$ cat config.mk
export PLATFORM = sky130hd
export DESIGN_NAME = vrased_reset_seq
export DESIGN_NICKNAME = d
export VERILOG_FILES = /design/src/rtl/vrased_reset_seq.sv
export SDC_FILE = /design/constraint.sdc
export NUM_CORES = 1
export LEC_CHECK = 0
export BUFFER_PORTS_ARGS = -buffer_cell sky130_fd_sc_hd__buf_2
export CAP_MARGIN = 0
export CORE_ASPECT_RATIO = 0.5
export CORE_MARGIN = 2
export CORE_UTILIZATION = 54
export CTS_BUF_LIST = sky130_fd_sc_hd__clkbuf_16
export CTS_CLUSTER_SIZE = 40
export DETAILED_ROUTE_END_ITERATION = 8
export GPL_TIMING_DRIVEN = 0
export PLACE_DENSITY = 0.84
export SLEW_MARGIN = 20
export SYNTH_ARGS = -nofsm -noshare
export SYNTH_HDL_FRONTEND = slang
export SYNTH_SLANG_ARGS = --single-unit
$ cat constraint.sdc
create_clock -name clk -period 4.2 [get_ports clk]
set_input_delay 0 -clock clk [delete_from_list [all_inputs] [get_ports clk]]
set_output_delay 0 -clock clk [all_outputs]
set_load 0.005 [all_outputs]
$ cat src/rtl/vrased_reset_seq.sv
// Reset sequencer for the VRASED monitors.
// Turns any violation request into a CPU reset that lasts at least HOLD_CYCLES
// cycles and is then held until the CPU fetches from the reset handler.
// It also records which monitors fired and how many sequences have started.
//
// Ports:
//   clk          single clock
//   rst          asynchronous active-high reset
//   pc           current CPU program counter
//   viol         violation requests: [0] X_stack, [1] AC, [2] atomicity,
//                [3] dma_AC, [4] dma_detect, [5] dma_X_stack, [6] rata
//   cause_clr    clears the sticky cause register (honoured only when idle)
//   reset        registered system reset to the CPU
//   cause        sticky OR of every viol bit seen since the last clear
//   first_cause  lowest set viol index at the most recent sequence start
//   viol_cnt     number of sequence starts, saturating at 8'hFF
//   busy         high while a reset sequence is in progress
module vrased_reset_seq #(
    parameter logic [15:0] RESET_HANDLER = 16'h0000,
    parameter logic [7:0]  HOLD_CYCLES   = 8'd4
) (
    input  logic        clk,
    input  logic        rst,
    input  logic [15:0] pc,
    input  logic [6:0]  viol,
    input  logic        cause_clr,
    output logic        reset,
    output logic [6:0]  cause,
    output logic [2:0]  first_cause,
    output logic [7:0]  viol_cnt,
    output logic        busy
);

    localparam int unsigned VIOL_W = 7;
    localparam int unsigned IDX_W  = 3;
    localparam int unsigned CNT_W  = 8;

    typedef enum logic [1:0] {
        IDLE    = 2'd0,
        HOLD    = 2'd1,
        WAIT_PC = 2'd2
    } state_t;

    state_t             state;
    state_t             state_next;
    logic [CNT_W-1:0]   hold_cnt;
    logic [CNT_W-1:0]   hold_cnt_next;
    logic [VIOL_W-1:0]  cause_next;
    logic [VIOL_W-1:0]  clr_mask;
    logic [IDX_W-1:0]   first_cause_next;
    logic [IDX_W-1:0]   lowest_idx;
    logic [CNT_W-1:0]   viol_cnt_next;
    logic               seq_next;
    logic               viol_any;

    assign viol_any = |viol;

    // Priority encoder: lowest set violation index wins.
    always_comb begin
        lowest_idx = '0;
        for (int i = VIOL_W - 1; i >= 0; i--) begin
            if (viol[i]) begin
                lowest_idx = IDX_W'(i);
            end
        end
    end

    // Next-state, hold counter and bookkeeping.
    always_comb begin
        state_next       = state;
        hold_cnt_next    = hold_cnt;
        first_cause_next = first_cause;
        viol_cnt_next    = viol_cnt;
        clr_mask         = '0;

        case (state)
            IDLE: begin
                if (viol_any) begin
                    state_next       = HOLD;
                    hold_cnt_next    = HOLD_CYCLES - CNT_W'(1);
                    first_cause_next = lowest_idx;
                    if (viol_cnt != {CNT_W{1'b1}}) begin
                        viol_cnt_next = viol_cnt + CNT_W'(1);
                    end
                end
            end
            HOLD: begin
                // A fresh violation restarts the minimum hold window.
                if (viol_any) begin
                    hold_cnt_next = HOLD_CYCLES - CNT_W'(1);
                end else if (hold_cnt == '0) begin
                    state_next = WAIT_PC;
                end else begin
                    hold_cnt_next = hold_cnt - CNT_W'(1);
                end
            end
            WAIT_PC: begin
                // Violation takes priority over reaching the reset handler.
                if (viol_any) begin
                    state_next    = HOLD;
                    hold_cnt_next = HOLD_CYCLES - CNT_W'(1);
                end else if (pc == RESET_HANDLER) begin
                    state_next = IDLE;
                end
            end
            default: begin
                state_next    = IDLE;
                hold_cnt_next = '0;
            end
        endcase

        // Clear only while idle; a bit set in the same cycle survives.
        if (cause_clr && (state == IDLE)) begin
            clr_mask = {VIOL_W{1'b1}};
        end
        cause_next = (cause & ~clr_mask) | viol;

        seq_next = (state_next != IDLE);
    end

    // State and output registers.
    always_ff @(posedge clk or posedge rst) begin
        if (rst) begin
            state       <= IDLE;
            hold_cnt    <= '0;
            cause       <= '0;
            first_cause <= '0;
            viol_cnt    <= '0;
            reset       <= 1'b0;
            busy        <= 1'b0;
        end else begin
            state       <= state_next;
            hold_cnt    <= hold_cnt_next;
            cause       <= cause_next;
            first_cause <= first_cause_next;
            viol_cnt    <= viol_cnt_next;
            reset       <= seq_next;
            busy        <= seq_next;
        end
    end

endmodule

==> qor.csv, run 1 <==
stage;metric;value;unit
status;outcome;completed;
floorplanning;num_rows;13;
sta;fin_skew;0.00328;ns
logic_synthesis;yosysSeqAreaShare;0.501;
run;max_cap_violations;0;
detailed_routing;viasPerCell;5.66;
critical_path;cp_cell_sequence;clkbuf_1, nor2_1, a21boi_2, o21ai_0, o21ai_0;
grt;grt_pass1_vias;1261;
logic_synthesis;syn_inst;137;
floorplanning;die_h;40.6;um
logic_synthesis;ys.flop_type;dfrtp_1;
floorplanning;pin_count;46;
floorplanning;start_util;0.563;
cts;cts.path.max_buffers;2;
critical_path;worstSetupPathType;reg -> reg;
finish;nNetsFinal;226;
grt;grt_max_degree;30;
cts;post_cts_resized;0;
critical_path;required;4.38;ns
logic_synthesis;yosys_warnings;0;
placed_design;preCtsSetupSlack;2.48;ns
cts;holdBufCountCts;7;
critical_path;crit_path_top_delay_cell;nor2_1;
finish;num-fill-cells;190;
detailed_routing;drc;0;
critical_path;crit_path_end_kind;flip-flop;
grt;grt-ovfl-total;0;
finish;antennaDiodeCount;0;
sta;rsz0062_at_grt;false;
logic_synthesis;synth.distinct_cells;40;
sta;fin_crit;1.84;ns
placed_design;io_buffer_count;45;
critical_path;arrival;2.02;ns
finish;seq_area;726;um2
critical_path;crit_start;state[0];
floorplanning;chipWidth;77.2;um
cts;clk_pin_slew_worst_paths;0.05;ns
cts;cts_buffers;5;
logic_synthesis;syn_area;1450;um2
cts;cts_max_level;2;
floorplanning;coreArea;2570;um2
power_and_ir_drop;total_leakage_power;0.000884;uW
detailed_routing;routed_wl;3.62;mm
sta;max_freq;0.543;GHz
cts;clock_latency;0.27;ns
grt;antenna_found_initial;0;
sta;whs;0.192;ns
critical_path;critPathMaxFanout;10;
detailed_routing;num_vias;1329;
logic_synthesis;syn_area_per_cell;10.6;um2
sta;setup_ws;2.36;ns
logic_synthesis;async_flop_share;1.00;
cts;tritoncts;built;
logic_synthesis;synth_seq_cells;29;
critical_path;worst_setup_path_start_kind;flip-flop;
worst_hold_path;holdCritStartpoint;cause_clr;
placed_design;post-dp-hpwl;2.22;mm
placed_design;placed_area;1720;um2
finish;multi_input_area;692;um2
finish;drive_gt1_frac;0.318;
sta;maxSlewHeadroom;0.603;
critical_path;cp_num_buf_inv;1;
cts;cts.sinks;29;
detailed_routing;drt_pass1_iterations;4;
finish;fin_area;1940;um2
detailed_routing;drtIter0Drc;67;
sta;setup-tns-final;0;ns
sta;hold_viol_final;0;
sta;finalSetupViolCount;0;
cts;cts_setup_buffers;0;
detailed_routing;wl_per_cell;15.4;um
worst_hold_path;hold_class;in -> reg;
critical_path;cpMostUsedCell;o21ai_0;
grt;grtUsageTotal;0.251;
power_and_ir_drop;power_density;338;nW/um2
floorplanning;die-area;3140;um2
sta;slew_viol_final;0;
critical_path;cpPeakStageDelay;0.40;ns
critical_path;rr_startpoint;state[0];
placed_design;routabilityCongestion;0.799;
cts;cts_root_buf;clkbuf_16;
sta;post-route-period-util;0.438;
logic_synthesis;synth_fp_nets;166;
sta;worst_slew_pin_slew;0.589;ns
grt;grt_pass1_wl;5.64;mm
critical_path;critPathTopFamily;compound AO/OA/AOI/OAI gates;
detailed_routing;antenna_left;0;
finish;synthToLayoutAreaGrowth;33.9;%
power_and_ir_drop;vdd_ir_drop_max;0.243;mV
logic_synthesis;synth_edf_count;0;
==> synthesized netlist by cell type (3+ instances only) <==
library cell,number,area [um2]
nand4_1,3,18.8
nor4_1,5,31.3
nand2_1,13,48.8
a21o_1,7,52.6
nor2_1,11,41.3
inv_1,5,18.8
a211oi_1,4,30.0
xor2_1,5,43.8
dfrtp_1,29,726
xnor2_1,5,43.8
a21oi_1,8,40.0
nor3_1,4,20.0
ha_1,3,37.5
==> area by class of cell <==
cell class                      instances  share of cell area
Inverter                                5             0.00968
Sequential cell                        29               0.374
Buffer                                  2             0.00581
Tap cell                               37              0.0239
Multi-Input combinational cell        101               0.357
Timing Repair Buffer                   53               0.158
Clock inverter                          3             0.00710
Clock buffer                            5              0.0646
==> tightest hold or removal path, cell delays in order <==
cell and delay, ns:
buf_2 0.07, nand2_1 0.16, nand2_1 0.13, nand2_1 0.06
==> cells by family (layout without fill, tap and decap cells) <==
family | count (synthesis) | in the layout | synth area share
simple gates | 56 | 56 | 0.220
xor+xnor | 10 | 10 | 0.0605
flops | 29 | 29 | 0.501
buf+inv | 7 | 68 | 0.0207
mux | 1 | 1 | 0.0104
fa+ha+maj | 3 | 3 | 0.0259
compound gates | 31 | 31 | 0.162
==> final timing paths <==
kind                                  end  slack (ns)  depth (start not counted)
hold reg to reg                  cause[2]        0.47                          1
hold / removal                   cause[3]        0.19                          4
min in group asynchronous  first_cause[2]        0.36                          3
setup / recovery           first_cause[0]        2.36                          5
setup reg to reg           first_cause[0]        2.36                          5
max in group asynchronous        cause[3]        3.44                          3
==> layout by cell type, fill, tap and decap left out, types with 2 or more instances in the layout <==
| cell | Yosys | layout |
|---|---|---|
| nand4_1 | 3 | 3 |
| and4_1 | 2 | 2 |
| nor3_1 | 4 | 4 |
| ha_1 | 3 | 3 |
| clkbuf_16 | 0 | 5 |
| o21ai_0 | 2 | 2 |
| dfrtp_1 | 29 | 29 |
| and2_1 | 2 | 2 |
| nand3_1 | 2 | 2 |
| nand2_1 | 13 | 13 |
| or3_1 | 2 | 2 |
| a41oi_1 | 2 | 2 |
| nor4_1 | 5 | 5 |
| a211oi_1 | 4 | 4 |
| buf_2 | 0 | 45 |
| a21o_1 | 7 | 7 |
| dlygate4sd3_1 | 0 | 8 |
| inv_1 | 5 | 5 |
| xnor2_1 | 5 | 5 |
| clkinv_2 | 0 | 2 |
| nor3b_1 | 2 | 2 |
| xor2_1 | 5 | 5 |
| a21oi_1 | 8 | 8 |
| nor2_1 | 11 | 11 |
| o221a_2 | 2 | 2 |
==> report_power, final <==
group / total [uW] / switching [uW] / internal (uW)
clock network: 336 / 122 / 214
logic: 36.0 / 18.5 / 17.5
registers: 283 / 1.48 / 282
==> state kept, by name, summed over array words and instances (netlist names) <==
name,count
state,2
busy,1
hold_cnt,8
viol_cnt,8
first_cause,3
cause,7
==> metrics by stage <==
stage	total power [uW]	instances	utilization
6_report	655	235	0.754
4_1_cts	652	234	0.750
2_1_floorplan	298	137	-
5_1_grt	676	235	0.754
3_5_place_dp	317	219	0.669
3_3_place_gp	316	219	0.669
==> routing by layer <==
layer,vias up,track usage,share of wire
met5,-,0,0
li1,622,-,-
met1,623,0.291,0.42
met2,66,0.437,0.49
met4,0,0.192,0.033
met3,18,0.0639,0.061
(Power assumes the default switching activity.)
==> run 2: changes to the inputs <==
--- a/config.mk
+++ b/config.mk
@@ -5,16 +5,17 @@
 export SDC_FILE = /design/constraint.sdc
 export NUM_CORES = 1
 export LEC_CHECK = 0
+export ABC_AREA = 1
 export BUFFER_PORTS_ARGS = -buffer_cell sky130_fd_sc_hd__buf_2
 export CAP_MARGIN = 0
 export CORE_ASPECT_RATIO = 0.5
 export CORE_MARGIN = 2
-export CORE_UTILIZATION = 54
+export CORE_UTILIZATION = 51
 export CTS_BUF_LIST = sky130_fd_sc_hd__clkbuf_16
 export CTS_CLUSTER_SIZE = 40
 export DETAILED_ROUTE_END_ITERATION = 8
 export GPL_TIMING_DRIVEN = 0
-export PLACE_DENSITY = 0.84
+export PLACE_DENSITY = 0.79
 export SLEW_MARGIN = 20
 export SYNTH_ARGS = -nofsm -noshare
 export SYNTH_HDL_FRONTEND = slang
==> constraint.sdc (replaced) <==
create_clock -name clk -period 1.7 [get_ports clk]
set_input_delay 0 -clock clk [delete_from_list [all_inputs] [get_ports clk]]
set_output_delay 0 -clock clk [all_outputs]
set_load 0.005 [all_outputs]
==> run 2 against run 1 <==
Effect of this change:
- critical path depth rose by 5
- first-iteration DRC count rose by 61%
- clock-buffer cell count did not move
- utilization fell by 5.7 points
- total power rose to 2.7 times the previous value
- largest cell class is now multi-input gates
- final area rose by 7.1%
- largest power group unchanged
- highest routed layer unchanged
- sequential cell count did not move
- via count rose by 13%
- area after synthesis rose by 8.8%
==> qor.csv, run 2 <==
stage;metric;value;unit;change
grt;grt_pass1_vias;1330;;was 1261
critical_path;critPathTopFamily;simple AND/OR/NAND/NOR gates;;was compound AO/OA/AOI/OAI gates
cts;tritoncts;built;;unchanged
power_and_ir_drop;power_density;851;nW/um2;was 338 nW/um2
sta;rsz0062_at_grt;false;;unchanged
sta;maxSlewHeadroom;0.608;;was 0.603
critical_path;worst_setup_path_start_kind;input pin;;was flip-flop
logic_synthesis;yosysSeqAreaShare;0.461;;was 0.501
logic_synthesis;synthAdderAreaFrac;0.0238;;was 0.0259
floorplanning;coreArea;2980;um2;was 2570 um2
finish;top_regs;hold_cnt: 8 flops, viol_cnt: 8 flops, cause: 7 flops;;unchanged
cts;cts.sinks;29;;unchanged
sta;max_freq;0.629;GHz;
detailed_routing;drtIter0Drc;108;;was 67
run;max_cap_violations;0;;unchanged
critical_path;crit_path_top_delay_cell;dlygate4sd3_1;;was nor2_1
power_and_ir_drop;total_leakage_power;0.00104;uW;was 0.000884 uW
logic_synthesis;synth_compound_area_frac;0.106;;was 0.162
logic_synthesis;syn_area;1580;um2;was 1450 um2
finish;utilization;0.697;;was 0.754
logic_synthesis;yosysTopAreaCellShare;0.461;;was 0.501
placed_design;io_buffer_count;45;;unchanged
logic_synthesis;synth.distinct_cells;27;;was 40
grt;grt_max_degree;30;;unchanged
finish;drive_gt1_frac;0.286;;was 0.318
detailed_routing;drt_pass1_iterations;4;;unchanged
critical_path;r2r-end;hold_cnt[4];;was first_cause[0]
cts;cts_root_buf;clkbuf_16;;unchanged
critical_path;r2r_slack;0.13;ns;was 2.36 ns
floorplanning;die_h;43.3;um;was 40.6 um
sta;fin_crit;1.59;ns;
sta;finalSetupViolCount;0;;unchanged
finish;antennaDiodeCount;0;;unchanged
critical_path;cpPeakStageDelay;0.53;ns;was 0.40 ns
grt;grt_pass1_wl;5.84;mm;was 5.64 mm
sta;post-route-period-util;0.935;;
sta;setup-tns-final;0;ns;unchanged
critical_path;cpMostUsedCell;nand2_2;;was o21ai_0
logic_synthesis;synth_top_family_by_area;simple AND/OR/NAND/NOR gates;;unchanged
logic_synthesis;ys.flop_type;dfrtp_1;;unchanged
logic_synthesis;yosys_warnings;0;;unchanged
critical_path;critPathMaxFanout;9;;was 10
critical_path;rr_startpoint;state[0];;unchanged
critical_path;worstSetupPathType;in -> reg;;was reg -> reg
placed_design;post-dp-hpwl;2.46;mm;was 2.22 mm
sta;fin_skew;0.00581;ns;was 0.00328 ns
logic_synthesis;syn_area_per_cell;8.33;um2;was 10.6 um2
grt;grtUsageTotal;0.224;;was 0.251
critical_path;required;1.86;ns;was 4.38 ns
detailed_routing;viasPerCell;5.22;;was 5.66
critical_path;crit_start;viol[2];;was state[0]
logic_synthesis;synthMuxAreaShare;0;;was 0.0104
floorplanning;num_rows;14;;was 13
floorplanning;pin_count;46;;unchanged
power_and_ir_drop;vdd_ir_drop_max;0.662;mV;was 0.243 mV
sta;hold_viol_final;0;;unchanged
cts;cts_buffers;5;;unchanged
finish;final_common_cell;buf_2;;unchanged
critical_path;reg2reg_depth;7;;was 5
cts;clk_pin_slew_worst_paths;0.05;ns;about the same
critical_path;cp.depth;10;;was 5
critical_path;endpoint;hold_cnt[4];;was first_cause[0]
detailed_routing;antenna_left;0;;unchanged
status;outcome;completed;;unchanged
logic_synthesis;synth_seq_cells;29;;unchanged
grt;antenna_found_initial;0;;unchanged
floorplanning;start_util;0.529;;was 0.563
critical_path;cp_cell_sequence;dlygate4sd3_1, buf_2, nor2_1, nand2_2, nor2_8, nand2_2, nand2_4, inv_2, nand3_1, o21ai_2;;was clkbuf_1, nor2_1, a21boi_2, o21ai_0, o21ai_0
finish;nNetsFinal;276;;was 226
logic_synthesis;yosys.area.top_type;dfrtp_1;;unchanged
logic_synthesis;syn_inst;189;;was 137
detailed_routing;drc;0;;unchanged
worst_hold_path;hold_class;in -> reg;;unchanged
placed_design;routabilityCongestion;0.890;;was 0.799
cts;cts_max_level;2;;unchanged
logic_synthesis;synthTopCellsByCount;nand2_1, dfrtp_1, inv_1;;was dfrtp_1, nand2_1, nor2_1
sta;slew_viol_final;0;;unchanged
detailed_routing;wl_per_cell;12.8;um;was 15.4 um
grt;grt-ovfl-total;0;;unchanged
cts;cts.path.max_buffers;2;;unchanged
floorplanning;chipWidth;82.6;um;was 77.2 um
logic_synthesis;synth_most_common_cell;nand2_1;;was dfrtp_1
placed_design;preCtsSetupSlack;0.141;ns;was 2.48 ns
logic_synthesis;synthSimpleGateAreaFrac;0.309;;was 0.220
finish;final_cell_mix;buf_2, nand2_1, dfrtp_1;;was buf_2, dfrtp_1, nand2_1
sta;setup_ws;0.110;ns;was 2.36 ns
sta;worst_slew_pin_slew;0.587;ns;was 0.589 ns
critical_path;arrival;1.75;ns;was 2.02 ns
critical_path;crit_path_end_kind;flip-flop;;unchanged
logic_synthesis;synth_xor_area_frac;0.0389;;was 0.0605
floorplanning;die-area;3580;um2;was 3140 um2
critical_path;cp_num_buf_inv;3;;was 1
detailed_routing;num_vias;1503;;was 1329
logic_synthesis;synthTopCellsByArea;dfrtp_1, nand2_1, inv_1, o21ai_0, nor2_1;;was dfrtp_1, a21o_1, nand2_1, xnor2_1, xor2_1
logic_synthesis;synth_fp_nets;218;;was 166
finish;synthToLayoutAreaGrowth;31.8;%;was 33.9%
detailed_routing;routed_wl;3.67;mm;was 3.62 mm
logic_synthesis;async_flop_share;1.00;;unchanged
logic_synthesis;synth_edf_count;0;;unchanged
cts;clock_latency;0.28;ns;was 0.27 ns
-- run 2: cell count changes in the layout (fill, tap and decap cells not counted), moves of 7 or more --
| cell | previous run | this run |
|---|---|---|
| a21o_1 | 7 | 0 |
| inv_1 | 5 | 22 |
| nand2_1 | 13 | 38 |
| nand3_1 | 2 | 11 |
| nand4_1 | 3 | 10 |
| nor2_1 | 11 | 21 |
| o21ai_0 | 2 | 16 |
-- run 2: worst min-delay path by stage --
stage / start / endpoint / slack [ns] / cells after the start
final: viol[6] / cause[6] / 0.003 / 3
after global routing: viol[6] / cause[6] / 0.02 / 3
after CTS: viol[4] / cause[4] / 0.002 / 3
after detailed placement: viol[2] / cause[2] / 0.23 / 3
after global placement: viol[3] / cause[3] / 0.22 / 3
after floorplan: rst / busy / 0.08 / 1
-- run 2: where the power goes --
part,switching (uW),internal [uW],total [uW]
combinational,46.9,40.5,87.4
clock,302,679,981
sequential,2.65,696,699
-- run 2: repair_timing --
action	CTS	global route
endpoints found under the setup margin	0	3
buffers inserted	0	1
endpoints found under the hold margin	4	29
hold buffers	4	1
resized for setup	0	1
-- run 2: per-layer routing --
| layer | global-route usage | part of all wire | up-vias |
|---|---|---|---|
| li1 | - | - | 739 |
| met1 | 0.283 | 0.45 | 702 |
| met2 | 0.371 | 0.48 | 52 |
| met3 | 0.0511 | 0.054 | 10 |
| met4 | 0.0984 | 0.017 | 0 |
| met5 | 0 | 0 | - |
-- run 2: logic make-up after synthesis --
logic type                 Yosys count
DFF                                 29
AOI/OAI and AO/OA                   29
and+or+nand+nor                     96
adders and majority gates            3
buffers and inverters               25
xor gates and xnor gates             7
-- run 2: per-stage QoR --
step / cell area, um2 / std cells / hold slack [ns] / total power, uW
final: 2080 / 288 / 0.00330 / 1770
after global routing: 2080 / 288 / 0.0175 / 1820
after CTS: 2050 / 286 / 0.00212 / 1770
after detailed placement: 1850 / 274 / 0.227 / 789
after global placement: 1850 / 274 / 0.216 / 787
after floorplan: 1580 / 189 / 0.0781 / 746
-- run 2: worst register-to-register path, delay by kind of cell (launching register included) --
| kind | cells | cell delay (ns) |
|---|---|---|
| AOI/OAI and AO/OA | 1 | 0.07 |
| buffers and inverters | 2 | 0.21 |
| DFF | 1 | 0.50 |
| and+or+nand+nor | 4 | 0.66 |
-- run 2: area by class of cell --
type	count	area, um2
buffer	1	7.51
clock buffer	5	125
clock inverter	3	37.5
fill	219	902
inverter	24	90.1
multi-input combinational	135	757
sequential	29	726
tap	40	50.0
timing repair buffer	51	283
==> run 3: changes to the inputs <==
--- a/config.mk
+++ b/config.mk
@@ -5,12 +5,11 @@
 export SDC_FILE = /design/constraint.sdc
 export NUM_CORES = 1
 export LEC_CHECK = 0
-export ABC_AREA = 1
 export BUFFER_PORTS_ARGS = -buffer_cell sky130_fd_sc_hd__buf_2
 export CAP_MARGIN = 0
 export CORE_ASPECT_RATIO = 0.5
 export CORE_MARGIN = 2
-export CORE_UTILIZATION = 51
+export CORE_UTILIZATION = 50
 export CTS_BUF_LIST = sky130_fd_sc_hd__clkbuf_16
 export CTS_CLUSTER_SIZE = 40
 export DETAILED_ROUTE_END_ITERATION = 8
==> run 3 against run 2 <==
Effect of this change:
- total power shrank 7.9%
- clock power down 14%
- critical endpoint is now hold_cnt[7]
- cell count decreased by 18%
- setup slack lost 0.063 ns
- largest power group unchanged
- register-to-register slack got worse by 0.08 ns
==> qor.csv, run 3 (synthesized netlist as in run 1, its figures left out) <==
stage;metric;value;unit;change
cts;cts.path.max_buffers;2;;unchanged
detailed_routing;wl_per_cell;13.5;um;was 12.8 um
grt;grt_max_degree;30;;unchanged
critical_path;crit_path_end_kind;flip-flop;;unchanged
floorplanning;num_rows;13;;was 14
sta;finalSetupViolCount;0;;unchanged
cts;tritoncts;built;;unchanged
floorplanning;pin_count;46;;unchanged
finish;fin_area;1980;um2;was 2080 um2
run;max_cap_violations;0;;unchanged
floorplanning;start_util;0.543;;was 0.529
floorplanning;chipWidth;80.1;um;was 82.6 um
power_and_ir_drop;p_sw;353;uW;was 352 uW
grt;grt-ovfl-total;0;;unchanged
cts;cts.sinks;29;;unchanged
power_and_ir_drop;switching_share;0.217;;was 0.199
power_and_ir_drop;vdd_ir_drop_max;0.614;mV;was 0.662 mV
finish;final_common_cell;buf_2;;unchanged
floorplanning;coreArea;2670;um2;was 2980 um2
floorplanning;die-area;3370;um2;was 3580 um2
sta;post-route-period-util;0.972;;was 0.935
critical_path;required;1.85;ns;was 1.86 ns
finish;antennaDiodeCount;0;;unchanged
sta;maxSlewHeadroom;0.593;;was 0.608
cts;clock_latency;0.27;ns;was 0.28 ns
grt;grtUsageTotal;0.208;;was 0.224
finish;synthToLayoutAreaGrowth;36.9;%;was 31.8%
detailed_routing;drtIter0Drc;39;;was 108
finish;utilization;0.743;;was 0.697
finish;top_regs;hold_cnt: 8 flops, viol_cnt: 8 flops, cause: 7 flops;;unchanged
grt;antenna_found_initial;0;;unchanged
power_and_ir_drop;power_density;821;nW/um2;was 851 nW/um2
detailed_routing;drt_pass1_iterations;4;;unchanged
placed_design;io_buffer_count;45;;unchanged
detailed_routing;viasPerCell;5.36;;was 5.22
floorplanning;die_h;42.1;um;was 43.3 um
finish;final_cell_mix;buf_2, dfrtp_1, nand2_1;;was buf_2, nand2_1, dfrtp_1
sta;setup_ws;0.0469;ns;was 0.110 ns
power_and_ir_drop;total_leakage_power;0.000894;uW;was 0.00104 uW
detailed_routing;routed_wl;3.21;mm;was 3.67 mm
sta;fin_skew;0.00358;ns;was 0.00581 ns
power_and_ir_drop;seq_power_share;0.430;;was 0.395
detailed_routing;num_vias;1270;;was 1503
sta;fin_crit;1.65;ns;was 1.59 ns
placed_design;routabilityCongestion;0.802;;was 0.890
grt;grt_pass1_vias;1189;;was 1330
detailed_routing;antenna_left;0;;unchanged
detailed_routing;drc;0;;unchanged
sta;worst_slew_pin_slew;0.609;ns;was 0.587 ns
power_and_ir_drop;combPwrFrac;0.054;;was 0.049
grt;grt_pass1_wl;5.31;mm;was 5.84 mm
critical_path;critPathMaxFanout;3;;was 9
cts;cts_max_level;2;;unchanged
worst_hold_path;hold_class;in -> reg;;unchanged
status;outcome;completed;;unchanged
sta;max_freq;0.605;GHz;was 0.629 GHz
critical_path;worstSetupPathType;reg -> reg;;was in -> reg
placed_design;preCtsSetupSlack;-0.0254;ns;was 0.141 ns
finish;nNetsFinal;228;;was 276
cts;cts_root_buf;clkbuf_16;;unchanged
sta;hold_viol_final;0;;unchanged
finish;drive_gt1_frac;0.355;;was 0.286
placed_design;placed_area;1720;um2;was 1850 um2
placed_design;post-dp-hpwl;2.12;mm;was 2.46 mm
critical_path;worst_setup_path_start_kind;flip-flop;;was input pin
power_and_ir_drop;power.internal;1270;uW;was 1420 uW
cts;cts_buffers;5;;unchanged
cts;clk_pin_slew_worst_paths;0.05;ns;about the same
power_and_ir_drop;power_frac_clock;0.516;;was 0.555
sta;slew_viol_final;0;;unchanged
critical_path;arrival;1.80;ns;was 1.75 ns
[run 3: power groups by stage]
| stage | combinational [uW] | clock, uW | sequential [uW] |
|---|---|---|---|
| 4_1_cts | 84.6 | 843 | 699 |
| 6_report | 88.4 | 839 | 700 |
| 2_1_floorplan | 25.0 | 0 | 711 |
| 5_1_grt | 99.1 | 883 | 699 |
| 3_3_place_gp | 70.0 | 0 | 710 |
| 3_5_place_dp | 71.4 | 0 | 711 |
[run 3: path summary, 6_finish.rpt]
| check | slack, ns | to | cells after the start | from |
|---|---|---|---|---|
| worst max-delay path | 0.05 | hold_cnt[7] | 4 | hold_cnt[0] |
| worst min-delay path | 0.11 | first_cause[2] | 3 | viol[3] |
| worst max register to register | 0.05 | hold_cnt[7] | 4 | hold_cnt[0] |
| worst min register to register | 0.47 | cause[4] | 1 | cause[4] |
| max in group asynchronous | 0.94 | hold_cnt[7] | 3 | rst |
| min in group asynchronous | 0.35 | first_cause[2] | 3 | rst |
[run 3: area by class of cell]
type                            instances  area [um2]
Multi-Input combinational cell        101         717
Tap cell                               37        46.3
Buffer                                  2        11.3
Inverter                                5        18.8
Timing Repair Buffer                   55         320
Sequential cell                        29         726
Fill cell                             191         686
Clock inverter                          3        17.5
Clock buffer                            5         125
[run 3: critical path: stages (launching register included)]
cell and delay (ns):
dfrtp_1 0.41, or4b_4 0.56, or3b_1 0.37, xor2_1 0.14
nor2_1 0.05
[run 3: what timing repair did]
action / 4_1_cts / 5_1_grt
hold endpoints to repair: 9 / 29
hold buffers: 7 / 1
gates resized for setup: 2 / 4
pin swaps: 0 / 2
setup endpoints to repair: 3 / 8
buffers inserted: 0 / 2
[run 3: through the flow]
step	total power (uW)	instances	hold WS, ns	TNS, ns
after floorplan	736	137	0.0781	0
after global placement	780	219	0.230	-0.00117
after detailed placement	782	219	0.238	-0.0435
after CTS	1630	234	0.0455	0
after global routing	1680	237	0.121	-0.0383
final	1630	237	0.107	0
[run 3: metal layers]
| metal | GRT usage | routed length [um] | share of wire | vias to the layer above |
|---|---|---|---|---|
| li1 | - | - | - | 630 |
| met1 | 0.271 | 1580 | 0.49 | 607 |
| met2 | 0.315 | 1460 | 0.46 | 27 |
| met3 | 0.0905 | 117 | 0.037 | 6 |
| met4 | 0.0644 | 50 | 0.016 | 0 |
| met5 | 0 | 0 | 0 | - |
